[src/rtl/lsu_timer_slave.sv]
// ============================================================================
// lsu_timer_slave
// ----------------------------------------------------------------------------
// Memory-mapped machine timer that sits on the core's LSU req/gnt/rvalid bus.
// It holds a free-running 64-bit MTIME with an 8-bit prescaler, a 64-bit
// MTIMECMP, a control register and a sticky pending flag. irq_o is a
// level-sensitive interrupt.
//
// Register map (byte offsets, only addr_i[11:0] decoded):
//   0x00 MTIME_LO     RW
//   0x04 MTIME_HI     RW
//   0x08 MTIMECMP_LO  RW
//   0x0C MTIMECMP_HI  RW
//   0x10 CTRL         RW  bit0 EN, bit1 IRQ_EN, bits[15:8] PRESC
//   0x14 STATUS       bit0 PEND, write-1-to-clear
//
// Parameters:
//   GNT_LATENCY  wait cycles a held request sees before gnt_o (0..3)
//   CMP_RESET    reset value of MTIMECMP
//
// Ports:
//   clk       clock, all state on the rising edge
//   rst_ni    asynchronous active-low reset
//   req_i     request valid from the LSU
//   gnt_o     request accepted (combinational in the grant cycle)
//   rvalid_o  response valid, one cycle after the grant
//   we_i      1 = write, 0 = read
//   be_i      byte enables
//   addr_i    byte address
//   wdata_i   write data
//   rdata_o   read data, valid with rvalid_o
//   err_o     response error, valid with rvalid_o
//   irq_o     timer interrupt (PEND & IRQ_EN), registered
// ============================================================================
module lsu_timer_slave #(
    parameter int unsigned GNT_LATENCY = 0,
    parameter logic [63:0] CMP_RESET   = 64'hFFFF_FFFF_FFFF_FFFF
) (
    input  logic        clk,
    input  logic        rst_ni,
    input  logic        req_i,
    output logic        gnt_o,
    output logic        rvalid_o,
    input  logic        we_i,
    input  logic [3:0]  be_i,
    input  logic [31:0] addr_i,
    input  logic [31:0] wdata_i,
    output logic [31:0] rdata_o,
    output logic        err_o,
    output logic        irq_o
);

    typedef enum logic [1:0] {
        ST_IDLE = 2'd0,
        ST_WAIT = 2'd1,
        ST_RESP = 2'd2
    } state_t;

    localparam bit         ZERO_LAT  = (GNT_LATENCY == 0);
    // The counter is loaded with LATENCY-1 on entry to WAIT and the grant
    // fires when it reaches zero, so WAIT lasts exactly GNT_LATENCY cycles.
    localparam logic [1:0] WAIT_LOAD = ZERO_LAT ? 2'd0 : 2'(GNT_LATENCY - 1);

    // ------------------------------------------------------------------
    // State and registers
    // ------------------------------------------------------------------
    state_t      r_state;
    state_t      w_stateNext;
    logic [1:0]  r_waitCnt;

    logic [63:0] r_mtime;
    logic [63:0] r_mtimecmp;
    logic        r_en;
    logic        r_irqEn;
    logic [7:0]  r_prescSel;
    logic [7:0]  r_prescCnt;
    logic        r_pend;
    logic        r_irq;

    logic [31:0] r_rdata;
    logic        r_err;

    // ------------------------------------------------------------------
    // Combinational helpers
    // ------------------------------------------------------------------
    logic        w_grant;
    logic [11:0] w_offset;
    logic        w_selMtLo;
    logic        w_selMtHi;
    logic        w_selCmpLo;
    logic        w_selCmpHi;
    logic        w_selCtrl;
    logic        w_selStatus;
    logic        w_addrErr;
    logic        w_wrEn;
    logic [31:0] w_rdata;
    logic        w_tick;
    logic        w_cmpHit;
    logic        w_w1c;
    logic        w_pendNext;
    logic        w_irqEnNext;
    logic        w_unusedAddr;

    function automatic logic [31:0] mergeBytes(
        input logic [31:0] oldVal,
        input logic [31:0] newVal,
        input logic [3:0]  byteEn
    );
        logic [31:0] res;
        res = oldVal;
        for (int i = 0; i < 4; i++) begin
            if (byteEn[i]) begin
                res[i*8 +: 8] = newVal[i*8 +: 8];
            end
        end
        return res;
    endfunction

    // ------------------------------------------------------------------
    // FSM: state register
    // ------------------------------------------------------------------
    always_ff @(posedge clk or negedge rst_ni) begin
        if (!rst_ni) begin
            r_state <= ST_IDLE;
        end else begin
            r_state <= w_stateNext;
        end
    end

    // ------------------------------------------------------------------
    // FSM: next state. RESP behaves like IDLE so requests can follow each
    // other without a bubble.
    // ------------------------------------------------------------------
    always_comb begin
        w_stateNext = r_state;
        case (r_state)
            ST_IDLE, ST_RESP: begin
                if (req_i) begin
                    w_stateNext = ZERO_LAT ? ST_RESP : ST_WAIT;
                end else begin
                    w_stateNext = ST_IDLE;
                end
            end
            ST_WAIT: begin
                if (!req_i) begin
                    w_stateNext = ST_IDLE;
                end else if (r_waitCnt == 2'd0) begin
                    w_stateNext = ST_RESP;
                end
            end
            default: w_stateNext = ST_IDLE;
        endcase
    end

    // ------------------------------------------------------------------
    // FSM: outputs. The grant is gated by rst_ni so that a request held
    // across reset is never granted while the block is in reset.
    // ------------------------------------------------------------------
    always_comb begin
        w_grant  = 1'b0;
        rvalid_o = 1'b0;
        case (r_state)
            ST_IDLE: w_grant = req_i && ZERO_LAT;
            ST_WAIT: w_grant = req_i && (r_waitCnt == 2'd0);
            ST_RESP: begin
                rvalid_o = 1'b1;
                w_grant  = req_i && ZERO_LAT;
            end
            default: w_grant = 1'b0;
        endcase
        w_grant = w_grant & rst_ni;
    end

    assign gnt_o = w_grant;

    // Wait counter, loaded when entering WAIT.
    always_ff @(posedge clk or negedge rst_ni) begin
        if (!rst_ni) begin
            r_waitCnt <= 2'd0;
        end else if ((r_state != ST_WAIT) && (w_stateNext == ST_WAIT)) begin
            r_waitCnt <= WAIT_LOAD;
        end else if ((r_state == ST_WAIT) && (r_waitCnt != 2'd0)) begin
            r_waitCnt <= r_waitCnt - 2'd1;
        end
    end

    // ------------------------------------------------------------------
    // Address decode
    // ------------------------------------------------------------------
    assign w_offset     = addr_i[11:0];
    assign w_unusedAddr = ^addr_i[31:12];

    assign w_selMtLo   = (w_offset == 12'h000);
    assign w_selMtHi   = (w_offset == 12'h004);
    assign w_selCmpLo  = (w_offset == 12'h008);
    assign w_selCmpHi  = (w_offset == 12'h00C);
    assign w_selCtrl   = (w_offset == 12'h010);
    assign w_selStatus = (w_offset == 12'h014);

    assign w_addrErr = (addr_i[1:0] != 2'b00) ||
                       !(w_selMtLo || w_selMtHi || w_selCmpLo ||
                         w_selCmpHi || w_selCtrl || w_selStatus);

    assign w_wrEn = w_grant && we_i && !w_addrErr;

    // Read mux sees register values before this edge's update.
    always_comb begin
        w_rdata = 32'h0;
        if (w_selMtLo) begin
            w_rdata = r_mtime[31:0];
        end else if (w_selMtHi) begin
            w_rdata = r_mtime[63:32];
        end else if (w_selCmpLo) begin
            w_rdata = r_mtimecmp[31:0];
        end else if (w_selCmpHi) begin
            w_rdata = r_mtimecmp[63:32];
        end else if (w_selCtrl) begin
            w_rdata = {16'h0, r_prescSel, 6'h0, r_irqEn, r_en};
        end else if (w_selStatus) begin
            w_rdata = {31'h0, r_pend};
        end
    end

    // Response data is captured at the grant edge and held until the next grant.
    always_ff @(posedge clk or negedge rst_ni) begin
        if (!rst_ni) begin
            r_rdata <= 32'h0;
            r_err   <= 1'b0;
        end else if (w_grant) begin
            r_err   <= w_addrErr;
            r_rdata <= (w_addrErr || we_i) ? 32'h0 : w_rdata;
        end
    end

    assign rdata_o = r_rdata;
    assign err_o   = r_err;

    // ------------------------------------------------------------------
    // Prescaler: counts 0..PRESC, MTIME ticks on the wrap.
    // ------------------------------------------------------------------
    assign w_tick = r_en && (r_prescCnt == r_prescSel);

    always_ff @(posedge clk or negedge rst_ni) begin
        if (!rst_ni) begin
            r_prescCnt <= 8'h0;
        end else if (r_en) begin
            r_prescCnt <= w_tick ? 8'h0 : r_prescCnt + 8'd1;
        end
    end

    // A bus write to either half of MTIME wins over the tick in that cycle.
    always_ff @(posedge clk or negedge rst_ni) begin
        if (!rst_ni) begin
            r_mtime <= 64'h0;
        end else if (w_wrEn && w_selMtLo) begin
            r_mtime[31:0] <= mergeBytes(r_mtime[31:0], wdata_i, be_i);
        end else if (w_wrEn && w_selMtHi) begin
            r_mtime[63:32] <= mergeBytes(r_mtime[63:32], wdata_i, be_i);
        end else if (w_tick) begin
            r_mtime <= r_mtime + 64'd1;
        end
    end

    always_ff @(posedge clk or negedge rst_ni) begin
        if (!rst_ni) begin
            r_mtimecmp <= CMP_RESET;
        end else if (w_wrEn && w_selCmpLo) begin
            r_mtimecmp[31:0] <= mergeBytes(r_mtimecmp[31:0], wdata_i, be_i);
        end else if (w_wrEn && w_selCmpHi) begin
            r_mtimecmp[63:32] <= mergeBytes(r_mtimecmp[63:32], wdata_i, be_i);
        end
    end

    // CTRL: byte 0 carries EN/IRQ_EN, byte 1 carries PRESC; bytes 2-3 are unused.
    always_ff @(posedge clk or negedge rst_ni) begin
        if (!rst_ni) begin
            r_en       <= 1'b0;
            r_irqEn    <= 1'b0;
            r_prescSel <= 8'h0;
        end else if (w_wrEn && w_selCtrl) begin
            if (be_i[0]) begin
                r_en    <= wdata_i[0];
                r_irqEn <= wdata_i[1];
            end
            if (be_i[1]) begin
                r_prescSel <= wdata_i[15:8];
            end
        end
    end

    // ------------------------------------------------------------------
    // Pending flag and interrupt. The compare looks at the registered
    // MTIME/MTIMECMP, so PEND rises one cycle after the condition first
    // holds. A live compare overrides a W1C.
    // ------------------------------------------------------------------
    assign w_cmpHit    = (r_mtime >= r_mtimecmp);
    assign w_w1c       = w_wrEn && w_selStatus && be_i[0] && wdata_i[0];
    assign w_pendNext  = w_cmpHit || (r_pend && !w_w1c);
    assign w_irqEnNext = (w_wrEn && w_selCtrl && be_i[0]) ? wdata_i[1] : r_irqEn;

    always_ff @(posedge clk or negedge rst_ni) begin
        if (!rst_ni) begin
            r_pend <= 1'b0;
            r_irq  <= 1'b0;
        end else begin
            r_pend <= w_pendNext;
            r_irq  <= w_pendNext && w_irqEnNext;
        end
    end

    assign irq_o = r_irq;

endmodule

[config.mk]
export PLATFORM = sky130hd
export DESIGN_NAME = lsu_timer_slave
export DESIGN_NICKNAME = d
export VERILOG_FILES = /design/src/rtl/lsu_timer_slave.sv
export SDC_FILE = /design/constraint.sdc
export NUM_CORES = 1
export LEC_CHECK = 0
export BUFFER_PORTS_ARGS = -buffer_cell sky130_fd_sc_hd__buf_4
export CORE_ASPECT_RATIO = 0.5
export CORE_MARGIN = 3
export CORE_UTILIZATION = 45
export DETAILED_ROUTE_END_ITERATION = 6
export SLEW_MARGIN = 10
export SYNTH_ARGS = -nofsm -noshare
export SYNTH_HDL_FRONTEND = slang
export SYNTH_SLANG_ARGS = --single-unit
[constraint.sdc]
create_clock -name clk -period 5.82 [get_ports clk]
set_input_delay 0.873 -clock clk [delete_from_list [all_inputs] [get_ports clk]]
set_output_delay 0.873 -clock clk [all_outputs]
set_load 0.005 [all_outputs]
After elaboration in Yosys (flattened, before gate mapping) --
Cells that the tools add are included.
Word-level totals: register bits after elaboration 185, input bits 72, output and inout bits 36, logic and storage cells 132
Operators by class: $add $sub $neg 3, magnitude comparators 1, equality and inequality tests 19, muxes and demuxes 25, bitwise logic cells 3, reduce and logical (&&, ||, !) cells 55
Operators with widths (count):
- $mux 32 | 8
- $add 64x1->64 const B | 1
- $ge 64x64->1 | 1
- $mux 64 | 1
- $mux 8 | 5
- $reduce_and 3->1 | 12
- $eq 12x4->1 const B | 2
- $eq 12x5->1 const B | 2
- $ne 2x2->1 const B | 9
- $logic_and 1x1->1 | 17
- $mux 16 | 1
- $eq 12x3->1 const B | 1
- $logic_not 12->1 | 1
- $reduce_and 2->1 | 6
- $mux 2 | 5
- $reduce_bool 2->1 | 5
- $add 8x1->8 const B | 1
- $eq 8x8->1 | 1
- $logic_or 1x1->1 | 8
- $eq 2x1->1 const B | 2
- $logic_not 2->1 | 2
- $pmux 2 s2 | 1
- $logic_not 1->1 | 3
- $mux 1 | 3
- other kinds (7) | 8

Logic depth before layout (Yosys ltp) --
Gate-level depths: netlist (run 1).
depth in word-level cells 17, gate-level depth with buffers 10, mapped depth without buffers 9

Worst setup path before layout (run 1) --
OpenSTA, ideal clock, no wires.
path kind input-to-reg, start point in addr_i[3], end point reg r_mtime[36], setup time 0.121 ns, arrival time 2.491 ns, data required time 5.699 ns, setup slack 3.207 ns, cell stages on the path 7, buffers on the path 2, cells stage by stage clkbuf_1 > nor3_1 > nand4_1 > nor3_2 > buf_2 > a221oi_1 > o22a_1
Between the ends: word-level cells in the longest chain between the ends 13, elaborated cells between the ends (all ways) 22, classes of those cells eq/ne: 6; mux: 1; bitwise: 1; reduce/logical: 14
RTL lines:
- start, declared | RTL line 46 | input logic [31:0] addr_i,
- $eq 12x3->1 / $logic_not 12->1 (equally long branches) | RTL line 194, 193
- $logic_or 1x1->1 (3 in a row) | RTL line 201 | !(w_selMtLo || w_selMtHi || w_selCmpLo ||
- $logic_or 1x1->1 (2 in a row) | RTL line 202 | w_selCmpHi || w_selCtrl || w_selStatus);
- $logic_not 1->1 | RTL line 201
- $logic_or 1x1->1 | RTL line 200 | assign w_addrErr = (addr_i[1:0] != 2'b00) ||
- $logic_not 1->1 | RTL line 204 | assign w_wrEn = w_grant && we_i && !w_addrErr;
- $logic_and 1x1->1 | RTL line 204
- $logic_and 1x1->1 (on tied branches) | RTL line 257, 255
- $ne 2x2->1 (no source line) (tied with other cells)
- $reduce_and 3->1 (no source line)
- end signal, assigned | RTL line 258 | r_mtime[63:32] <= mergeBytes(r_mtime[63:32], wdata_i, be_i);
- end signal, assigned | RTL line 260 | r_mtime <= r_mtime + 64'd1;
- end, declared | RTL line 71 | logic [63:0] r_mtime;
Parallel ways exist; a longest one is shown, timed or not. A chain may end at the register's enable or synchronous reset.

Worst setup path after layout (run 1) --
start point in addr_i[2], end point reg r_mtime[47]
Same word-level chain as after synthesis.

==> out/qor.yml, run 1 <==
sta:
  timing.final.crit_period_ns: 3.81
  fin_ws_ns: 2.01
  slew_headroom_pct: 24.9
  hold_violations: 0
  rsz0062_at_grt: "no"
  finalSetupViolCount: 0
  skew_ns: 0.0117
  final.setup.tns_ns: 0
  min_period_over_period_pct: 65.4
  drv_slew: 0
  max_freq_mhz: 263
  worst_slew_pin_slew_ns: 1.12
setup_path:
  cp.required_ns: 6.19
  endpoint_kind: "register"
  path_class: "input port to register"
  cp_top_family: "simple AND/OR/NAND/NOR gates"
  path_cells: "buf_4 > nand4bb_1 > a211oi_1 > nand2_1 > buf_4 > nand2_1 > a21oi_2 > a21o_1"
  path_buf_inv: 2
  critPathMaxFanout: 51
  max_stage_delay_ns: 0.83
  startpoint_type: "input port"
  crit_slowest_cell: "nand2_1"
  worst_ep_arrival_time_ns: 4.17
logic_synthesis:
  synthArstFlopShare_pct: 100
  synth-compound-area-share_pct: 21.7
  synth_top_family_by_area: "compound AO/OA/AOI/OAI gates"
  synth_nets: 1457
  netlist_area_um2: 11900
  synthAdderAreaFrac_pct: 7.03
  yosysTopAreaCell: "dfrtp_1"
  synth_edf_count: 0
  yosysSeqAreaShare_pct: 39.5
  ys_ff_latch: 185
  synth_ff_type: "dfrtp_1"
  avgSynthCellArea_um2: 9.04
  synth_area_leaders: "dfrtp_1, dfstp_2, ha_1"
  synth_mux_area_share_pct: 7.69
  synth_top_area_share_pct: 25.4
  ys_types: 74
  syn_inst: 1318
  synthSimpleGateAreaFrac_pct: 18.1
  yosysWarnings: 0
  synth_xor_xnor_area_share_pct: 1.10
min_path:
  hold_class: "input port to async pin"
clock_network:
  cts_buffer_depth: 2
  cts_tree: "yes"
  clock_tree.root_cell: "clkbuf_16"
  cts-resized-gates: 0
  cts_setup_buffers: 0
  clkSlewWorstSetupHoldPaths_ns: 0.08
  hold_buffers: 0
  cts.sinks: 185
  htreeDepth: 4
  clkLatencyLatePin_ns: 0.47
  numCtsBuffers: 17
floorplanning:
  num_io_pins: 108
  die-height_um: 121
  die_w_um: 236
  core_um2: 25600
  rows: 41
  die_area_um2: 28600
  start_util_pct: 46.6
pwr:
  seqPwrFrac_pct: 48.4
  p_int_w: 0.00198
  leakagePower_nw: 5.53
  p_switching_w: 0.000687
  combPwrFrac_pct: 5.1
  clkPwrFrac_pct: 46.5
  switching_share_pct: 25.7
  ir_worst_vdd_uv: 215
  p_per_area_nw_per_um2: 197
global_route:
  antenna_found_initial: 0
  grt_pass1_vias: 10800
  track_usage_pct: 30.4
  grt_pass1_wl_um: 65900
  grt_max_degree: 73
  grt_overflow: 0
routing:
  ant_nets: 0
  top_layer_used: "met4"
  vias: 11300
  wl_um: 43000
  wl_per_cell_um: 24.8
  wl_met3_um: 4500
  wl_met1_um: 19500
  dr.pass1.iters: 5
  drtIter0Drc: 1282
  vias_per_cell: 6.53
  wl_met2_um: 18000
  drc_errors: 0
placement:
  pre_cts_slack_ns: 1.71
  gp_congestion: 0.936
  port-buffer-count: 87
  hpwl_um: 30800
cells_and_area:
  utilization_pct: 52.8
  nets: 1517
  n_antenna_cell: 0
  fill_cells: 2375
  final_cell_mix: "nand2_1, dfrtp_1, a21oi_1, o21ai_0, buf_4"
  area_growth_pct: 13.4
  drive_gt1_share_pct: 22.0
flow_run:
  maxCapViolCount: 0
status:
  status: "finished, final reports clean"
## registers in the layout, indices dropped and copies added (netlist names)
name,flops
irq_o,1
r_en,1
r_waitCnt,2
err_o,1
r_mtimecmp,64
r_prescSel,8
r_prescCnt,8
r_pend,1
rdata_o,32
r_irqEn,1
r_state,2
r_mtime,64
## synth_stat cells, drive strengths merged, types with 12 or more instances
library cell,n
nand2,130
dfrtp,121
a21oi,117
o21ai,112
inv,83
nor2,83
mux2,76
ha,67
dfstp,64
clkbuf,50
nand3,46
nor3,41
nand4,38
a211oi,27
a221oi,27
and3,18
buf,14
nor4,13
o22ai,13
a31oi,12
## layer usage
| metal | global-route usage [%] | up-vias |
|---|---|---|
| met3 | 8.99 | 81 |
| met4 | 9.43 | 0 |
| met5 | 0 | - |
| li1 | - | 5040 |
| met2 | 43.3 | 580 |
| met1 | 44.2 | 5627 |
## area by class of cell
| type | count | area [um^2] | area share [%] |
|---|---|---|---|
| Sequential cell | 185 | 4710 | 34.9 |
| Clock buffer | 18 | 439 | 3.25 |
| Clock inverter | 14 | 163 | 1.20 |
| Timing Repair Buffer | 105 | 795 | 5.88 |
| Multi-Input combinational cell | 986 | 6660 | 49.3 |
| Tap cell | 344 | 430 | 3.19 |
| Inverter | 83 | 312 | 2.31 |
## power groups by stage
stage	Combinational (W)	Sequential [W]	Clock, W
after floorplan	0.0000366	0.00131	0
after global placement	0.000133	0.00131	0
after detailed placement	0.000135	0.00131	0
after CTS	0.000135	0.00129	0.00125
after global routing	0.000146	0.00129	0.00130
final	0.000136	0.00129	0.00124
## path summary, 6_finish.rpt
kind | cells after the start | end | startpoint | slack [ns]
worst max register to register | 9 | r_mtime[47] | r_waitCnt[0] | 2.41
worst min register to register | 1 | r_waitCnt[0] | r_waitCnt[0] | 0.48
max in group asynchronous | 2 | rdata_o[5] | rst_ni | 4.09
worst max-delay path | 8 | r_mtime[47] | addr_i[2] | 2.01
min in group clk | 1 | r_waitCnt[0] | r_waitCnt[0] | 0.48
worst min-delay path | 1 | rdata_o[16] | rst_ni | 0.36
## kinds of logic after synthesis
kind of cell             after synthesis
buffers and inverters                147
AND/OR/NAND/NOR                      416
AO/OA/AOI/OAI                        406
XOR/XNOR                              15
adder cells (fa/ha/maj)               67
flip-flops                           185
multiplexers                          82
## per-stage QoR
stage / area [um^2] / hold slack [ns] / std cells / total power (W)
final: 13500 / 0.358 / 1735 / 0.00267
after global routing: 13500 / 0.375 / 1735 / 0.00274
after CTS: 13500 / 0.359 / 1735 / 0.00268
after detailed placement: 12900 / 0.474 / 1703 / 0.00145
after global placement: 12900 / 0.462 / 1703 / 0.00145
after floorplan: 11900 / 0.446 / 1318 / 0.00135
## worst register-to-register path, stage by stage, from the launching register on
cell	delay, ns
dfrtp_1	0.40
inv_1	0.06
ha_1	0.16
nand2b_1	0.11
a211oi_1	0.56
nand2_1	0.83
buf_4	0.52
nand2_1	0.29
a21oi_2	0.19
a21o_1	0.19
(Power assumes the default switching activity.)
==> run 2: changes to the inputs <==
clock period = 3.6 ns   (was 5.82 ns; I/O delays follow)
==> run 2 against run 1 <==
The run now ends with design-rule violations left. Die area unchanged. Flip-flop and latch count unchanged. Clock power is 70% higher. Setup slack got worse by 1.3 ns. Global-route usage grew 0.13 points. Critical path type is now register to register. Critical endpoint is now r_mtime[20]. Largest cell class unchanged.
==> out/qor.yml, run 2 (same netlist as run 1, synthesis figures left out) <==
status:
  status: "complete, but fails checks"
  violations: "design-rule violations"
floorplanning:
  num_io_pins: 108  # unchanged
  start_util_pct: 46.6  # unchanged
  die-height_um: 121  # unchanged
  die_area_um2: 28600  # unchanged
  die_w_um: 236  # unchanged
  rows: 41  # unchanged
  core_um2: 25600  # unchanged
cells_and_area:
  drive_gt1_share_pct: 23.3  # +1.3 points
  final_cell_mix: "buf_4, nand2_1, dfrtp_1, a21oi_1, o21ai_0"
  n_antenna_cell: 0  # unchanged
  nets: 1544  # +1.8%
  area_growth_pct: 15.5
  mostFrequentLayoutCell: "buf_4"
global_route:
  met3_usage_pct: 9.56  # +0.57 points
  grtUsageMet2_pct: 42.9  # -0.42 points
  use_met1_pct: 44.6  # +0.46 points
  grt_overflow: 0  # unchanged
  grt_pass1_vias: 10800  # -0.19%
  antenna_found_initial: 0  # unchanged
  track_usage_pct: 30.5  # +0.13 points
  grt_max_degree: 142  # +95%
  grt_pass1_wl_um: 66000  # +0.13%
  grt_busiest_layer: "met1"
sta:
  worst_slew_pin_slew_ns: 0.819  # -0.305 ns
  drv_slew: 0  # unchanged
  min_period_over_period_pct: 80.5
  rsz0062_at_grt: "no"
  hold_violations: 0  # unchanged
  timing.final.crit_period_ns: 2.90
  final.setup.tns_ns: 0  # unchanged
  slew_headroom_pct: 45.0  # +20 points
  skew_ns: 0.0149  # +0.00324 ns
  max_freq_mhz: 345
  finalSetupViolCount: 0  # unchanged
pwr:
  leakagePower_nw: 5.70  # +3.2%
  power_w: 0.00442  # +66%
  ir_worst_vdd_uv: 357  # +66%
  p_per_area_nw_per_um2: 321  # +62%
setup_path:
  max_stage_delay_ns: 0.58  # -0.25 ns
  startpoint_type: "register"
  path_class: "register to register"
  path_cells: "inv_1 > ha_1 > nand2b_1 > a21o_1 > buf_4 > nor3_2 > buf_4 > nor4_2 > a21oi_1 > a221o_1"
  endpoint_kind: "register"
  critPathMaxFanout: 15  # -71%
  crit_path_frequent_cell: "buf_4"
  crit_slowest_cell: "nor4_2"
  worst_ep_arrival_time_ns: 3.24  # -0.93 ns
  cp.required_ns: 3.94  # -2.25 ns
clock_network:
  cts-resized-gates: 0  # unchanged
  cts.sinks: 185  # unchanged
  numCtsBuffers: 17  # unchanged
  cts_setup_buffers: 0  # unchanged
  clock_tree.root_cell: "clkbuf_16"
  clkLatencyLatePin_ns: 0.46  # about the same
  cts_buffer_depth: 2  # unchanged
  clkSlewWorstSetupHoldPaths_ns: 0.08  # about the same
  htreeDepth: 4  # unchanged
  cts_tree: "yes"
  hold_buffers: 0  # unchanged
flow_run:
  maxCapViolCount: 0  # unchanged
routing:
  drc_errors: 4  # +4
  wl_um: 43300  # +0.64%
  drtIter0Drc: 1330  # +3.7%
  vias_per_cell: 6.47  # -0.88%
  ant_nets: 0  # unchanged
  dr.pass1.iters: 7  # +2
  wl_per_cell_um: 24.6  # -0.90%
  vias: 11400  # +0.66%
placement:
  gp_congestion: 0.965  # +3.0%
  port-buffer-count: 87  # unchanged
  hpwl_um: 32200  # +4.5%
min_path:
  hold_class: "input port to async pin"
[run 2: metrics by stage]
stage,worst slack [ns],std cells,utilization [%],hold WS [ns],instance area (um^2)
CTS,0.795,1762,53.8,0.314,13800
floorplan,1.32,1318,-,0.244,11900
global placement,0.765,1730,51.2,0.462,13100
finish,0.702,1762,53.8,0.243,13800
global route,0.562,1762,53.8,0.329,13800
detailed placement,0.703,1730,51.2,0.471,13100
[run 2: area by class of cell]
type / count / area [um^2]
sequential: 185 / 4710
timing repair buffer: 132 / 1010
clock inverter: 6 / 63.8
clock buffer: 26 / 597
tap: 344 / 430
inverter: 83 / 312
fill: 2367 / 11800
multi-input combinational: 986 / 6650
[run 2: worst paths after layout]
path	cells past startpoint	endpoint	start	slack, ns
min in group clk	3	r_state[1]	req_i	0.32
max	10	r_mtime[20]	r_waitCnt[0]	0.70
min	2	rdata_o[20]	rst_ni	0.24
max reg2reg	10	r_mtime[20]	r_waitCnt[0]	0.70
min reg2reg	1	r_waitCnt[0]	r_waitCnt[0]	0.48
max in group asynchronous	3	r_mtime[41]	rst_ni	2.13
[run 2: layer usage]
metal / wire length [um] / up-vias
li1: - / 5101
met1: 19500 / 5684
met2: 18100 / 541
met3: 4750 / 77
met4: 974 / 0
met5: 0 / -
[run 2: power by group]
part           leakage, nW  internal (W)  switching [W]  total (W)
Combinational         3.15     0.0000634       0.000158   0.000221
Sequential            2.22       0.00208     0.00000272    0.00209
Clock                0.324       0.00122       0.000885    0.00211
[run 2: critical path: cells and delay by family, from the launching register on]
kind	cells	cell delay, ns
compound gates	3	0.83
simple gates	3	0.80
buf+inv	3	0.55
flops	1	0.37
fa+ha+maj	1	0.21
==> run 3: changes to the inputs <==
PLACE_DENSITY = 0.66   (was unset)
clock period = 2.45 ns   (was 3.6 ns; I/O delays follow)
==> run 3 against run 2 <==
Clock-buffer cell count fell by 9. Global-route usage rose by 0.93 points. Via count rose by 5.4%. Clock skew rose by 0.0038 ns. Largest cell class unchanged. Combinational power rose by 57%. Flip-flop and latch count did not move. Routed wire length rose by 5.3%. The run still ends with design-rule violations left. Core utilization rose by 4.8 points. Die area did not move. Cell count rose by 7.6%.
==> out/qor.yml, run 3 (same netlist as run 1, synthesis figures left out) <==
placement:
  place_inst: 1858  # +7.4%
  pre_cts_slack_ns: -0.104  # -0.807 ns
  hpwl_um: 34100  # +5.7%
  port-buffer-count: 87  # unchanged
  gp_congestion: 1.01  # +4.6%
  postPlaceCellArea_um2: 14100  # +7.7%
pwr:
  p_per_area_nw_per_um2: 425  # +33%
  leakagePower_nw: 6.44  # +13%
  power_w: 0.00638  # +44%
  ir_worst_vdd_uv: 496  # +39%
cells_and_area:
  nets: 1678  # +8.7%
  drive_gt1_share_pct: 32.3  # +9.1 points
  area_growth_pct: 25.9
  finalNonFillerCells: 1896  # +7.6%
  final_area_um2: 15000  # +9.0%
  utilization_pct: 58.6  # +4.8 points
  final_cell_mix: "buf_4, nand2_1, dfrtp_1, a21oi_1, o21ai_0"
  n_antenna_cell: 0  # unchanged
  mostFrequentLayoutCell: "buf_4"
sta:
  skew_ns: 0.0187  # +0.00375 ns
  slew_headroom_pct: 48.0  # +3.1 points
  timing.final.crit_period_ns: 2.44  # -0.462 ns
  fin_ws_ns: 0.0138  # -0.688 ns
  drv_slew: 0  # unchanged
  finalSetupViolCount: 0  # unchanged
  hold_violations: 0  # unchanged
  max_freq_mhz: 410  # +19%
  worst_slew_pin_slew_ns: 0.780  # -0.0395 ns
  rsz0062_at_grt: "yes"
  min_period_over_period_pct: 99.4  # +19 points
setup_path:
  r2r-start: "r_prescSel[1]"
  worst_ep_arrival_time_ns: 2.82  # -0.42 ns
  endpoint_kind: "register"
  critPathMaxFanout: 13  # -2
  ff2ff_setup_slack_ns: 0.01  # -0.69 ns
  cp.required_ns: 2.83  # -1.11 ns
  path_class: "register to register"
  worstSetupStartpoint: "r_prescSel[1]"
  startpoint_type: "register"
floorplanning:
  die_w_um: 236  # unchanged
  start_util_pct: 46.6  # unchanged
  rows: 41  # unchanged
  num_io_pins: 108  # unchanged
  die-height_um: 121  # unchanged
  core_um2: 25600  # unchanged
  die_area_um2: 28600  # unchanged
global_route:
  grt_overflow: 0  # unchanged
  grtUsageMet2_pct: 46.0  # +3.1 points
  grt_pass1_wl_um: 68100  # +3.2%
  grt_pass1_vias: 11300  # +4.4%
  met3_usage_pct: 7.43  # -2.1 points
  grt_max_degree: 137  # -3.5%
  track_usage_pct: 31.4  # +0.93 points
  antenna_found_initial: 0  # unchanged
  grt_busiest_layer: "met2"
  use_met1_pct: 45.6  # +0.95 points
routing:
  drtIter0Drc: 1476  # +11%
  vias: 12000  # +5.4%
  drc_errors: 3  # -1
  wl_per_cell_um: 24.1  # -2.1%
  vias_per_cell: 6.34  # -2.1%
  ant_nets: 0  # unchanged
  dr.pass1.iters: 7  # unchanged
  wl_um: 45600  # +5.3%
status:
  violations: "design-rule violations"
  status: "complete, but fails checks"
clock_network:
  clock_tree.root_cell: "clkbuf_16"
  cts.sinks: 185  # unchanged
  cts_tree: "yes"
  htreeDepth: 4  # unchanged
  clkLatencyLatePin_ns: 0.47  # about the same
  hold_buffers: 0  # unchanged
  clkSlewWorstSetupHoldPaths_ns: 0.09  # about the same
  numCtsBuffers: 17  # unchanged
  cts_buffer_depth: 2  # unchanged
flow_run:
  maxCapViolCount: 0  # unchanged
min_path:
  hold_class: "input port to async pin"
run 3: path summary, 6_finish.rpt:
| check | end | cells after the start |
|---|---|---|
| setup / recovery | r_mtime[49] | 8 |
| max in group asynchronous | r_mtime[11] | 2 |
| hold reg to reg | rdata_o[20] | 2 |
| setup reg to reg | r_mtime[49] | 8 |
| min in group clk | r_state[1] | 3 |
| hold / removal | r_mtime[62] | 2 |
run 3: critical path: stages (launching register included):
cell and delay [ns]:
dfrtp_1 0.43, xnor2_1 0.22, nand4_1 0.26, or3_4 0.44, buf_4 0.24, o21ai_0 0.18
buf_4 0.19, a21boi_1 0.20, a2bb2oi_1 0.18
run 3: per-layer routing:
metal	vias up	routed length, um
li1	5376	-
met1	5888	20200
met2	650	19300
met3	101	4790
met4	0	1380
met5	-	0
run 3: per-stage QoR:
step,setup TNS [ns],hold WS [ns]
2_1_floorplan,0,0.0719
3_3_place_gp,-0.208,0.463
3_5_place_dp,-0.251,0.472
4_1_cts,0,0.125
5_1_grt,-0.166,0.129
6_report,0,0.0908
run 3: where the power goes:
group	internal (W)	switching, W
clock	0.00155	0.00142
combinational	0.000106	0.000241
sequential	0.00306	0.00000260
run 3: cell type report:
cell class	count	area (um^2)
inverters	83	312
fillers	2242	10600
repair buffers	266	2070
clock buffers	17	425
clock inverters	15	181
well taps	344	430
multi-input cells	986	6870
flip-flops and latches	185	4710
run 3: what timing repair did:
action,4_1_cts,5_1_grt
gates resized for setup,10,43
pin swaps,0,9
endpoints found under the setup margin,11,102
buffers inserted,0,6
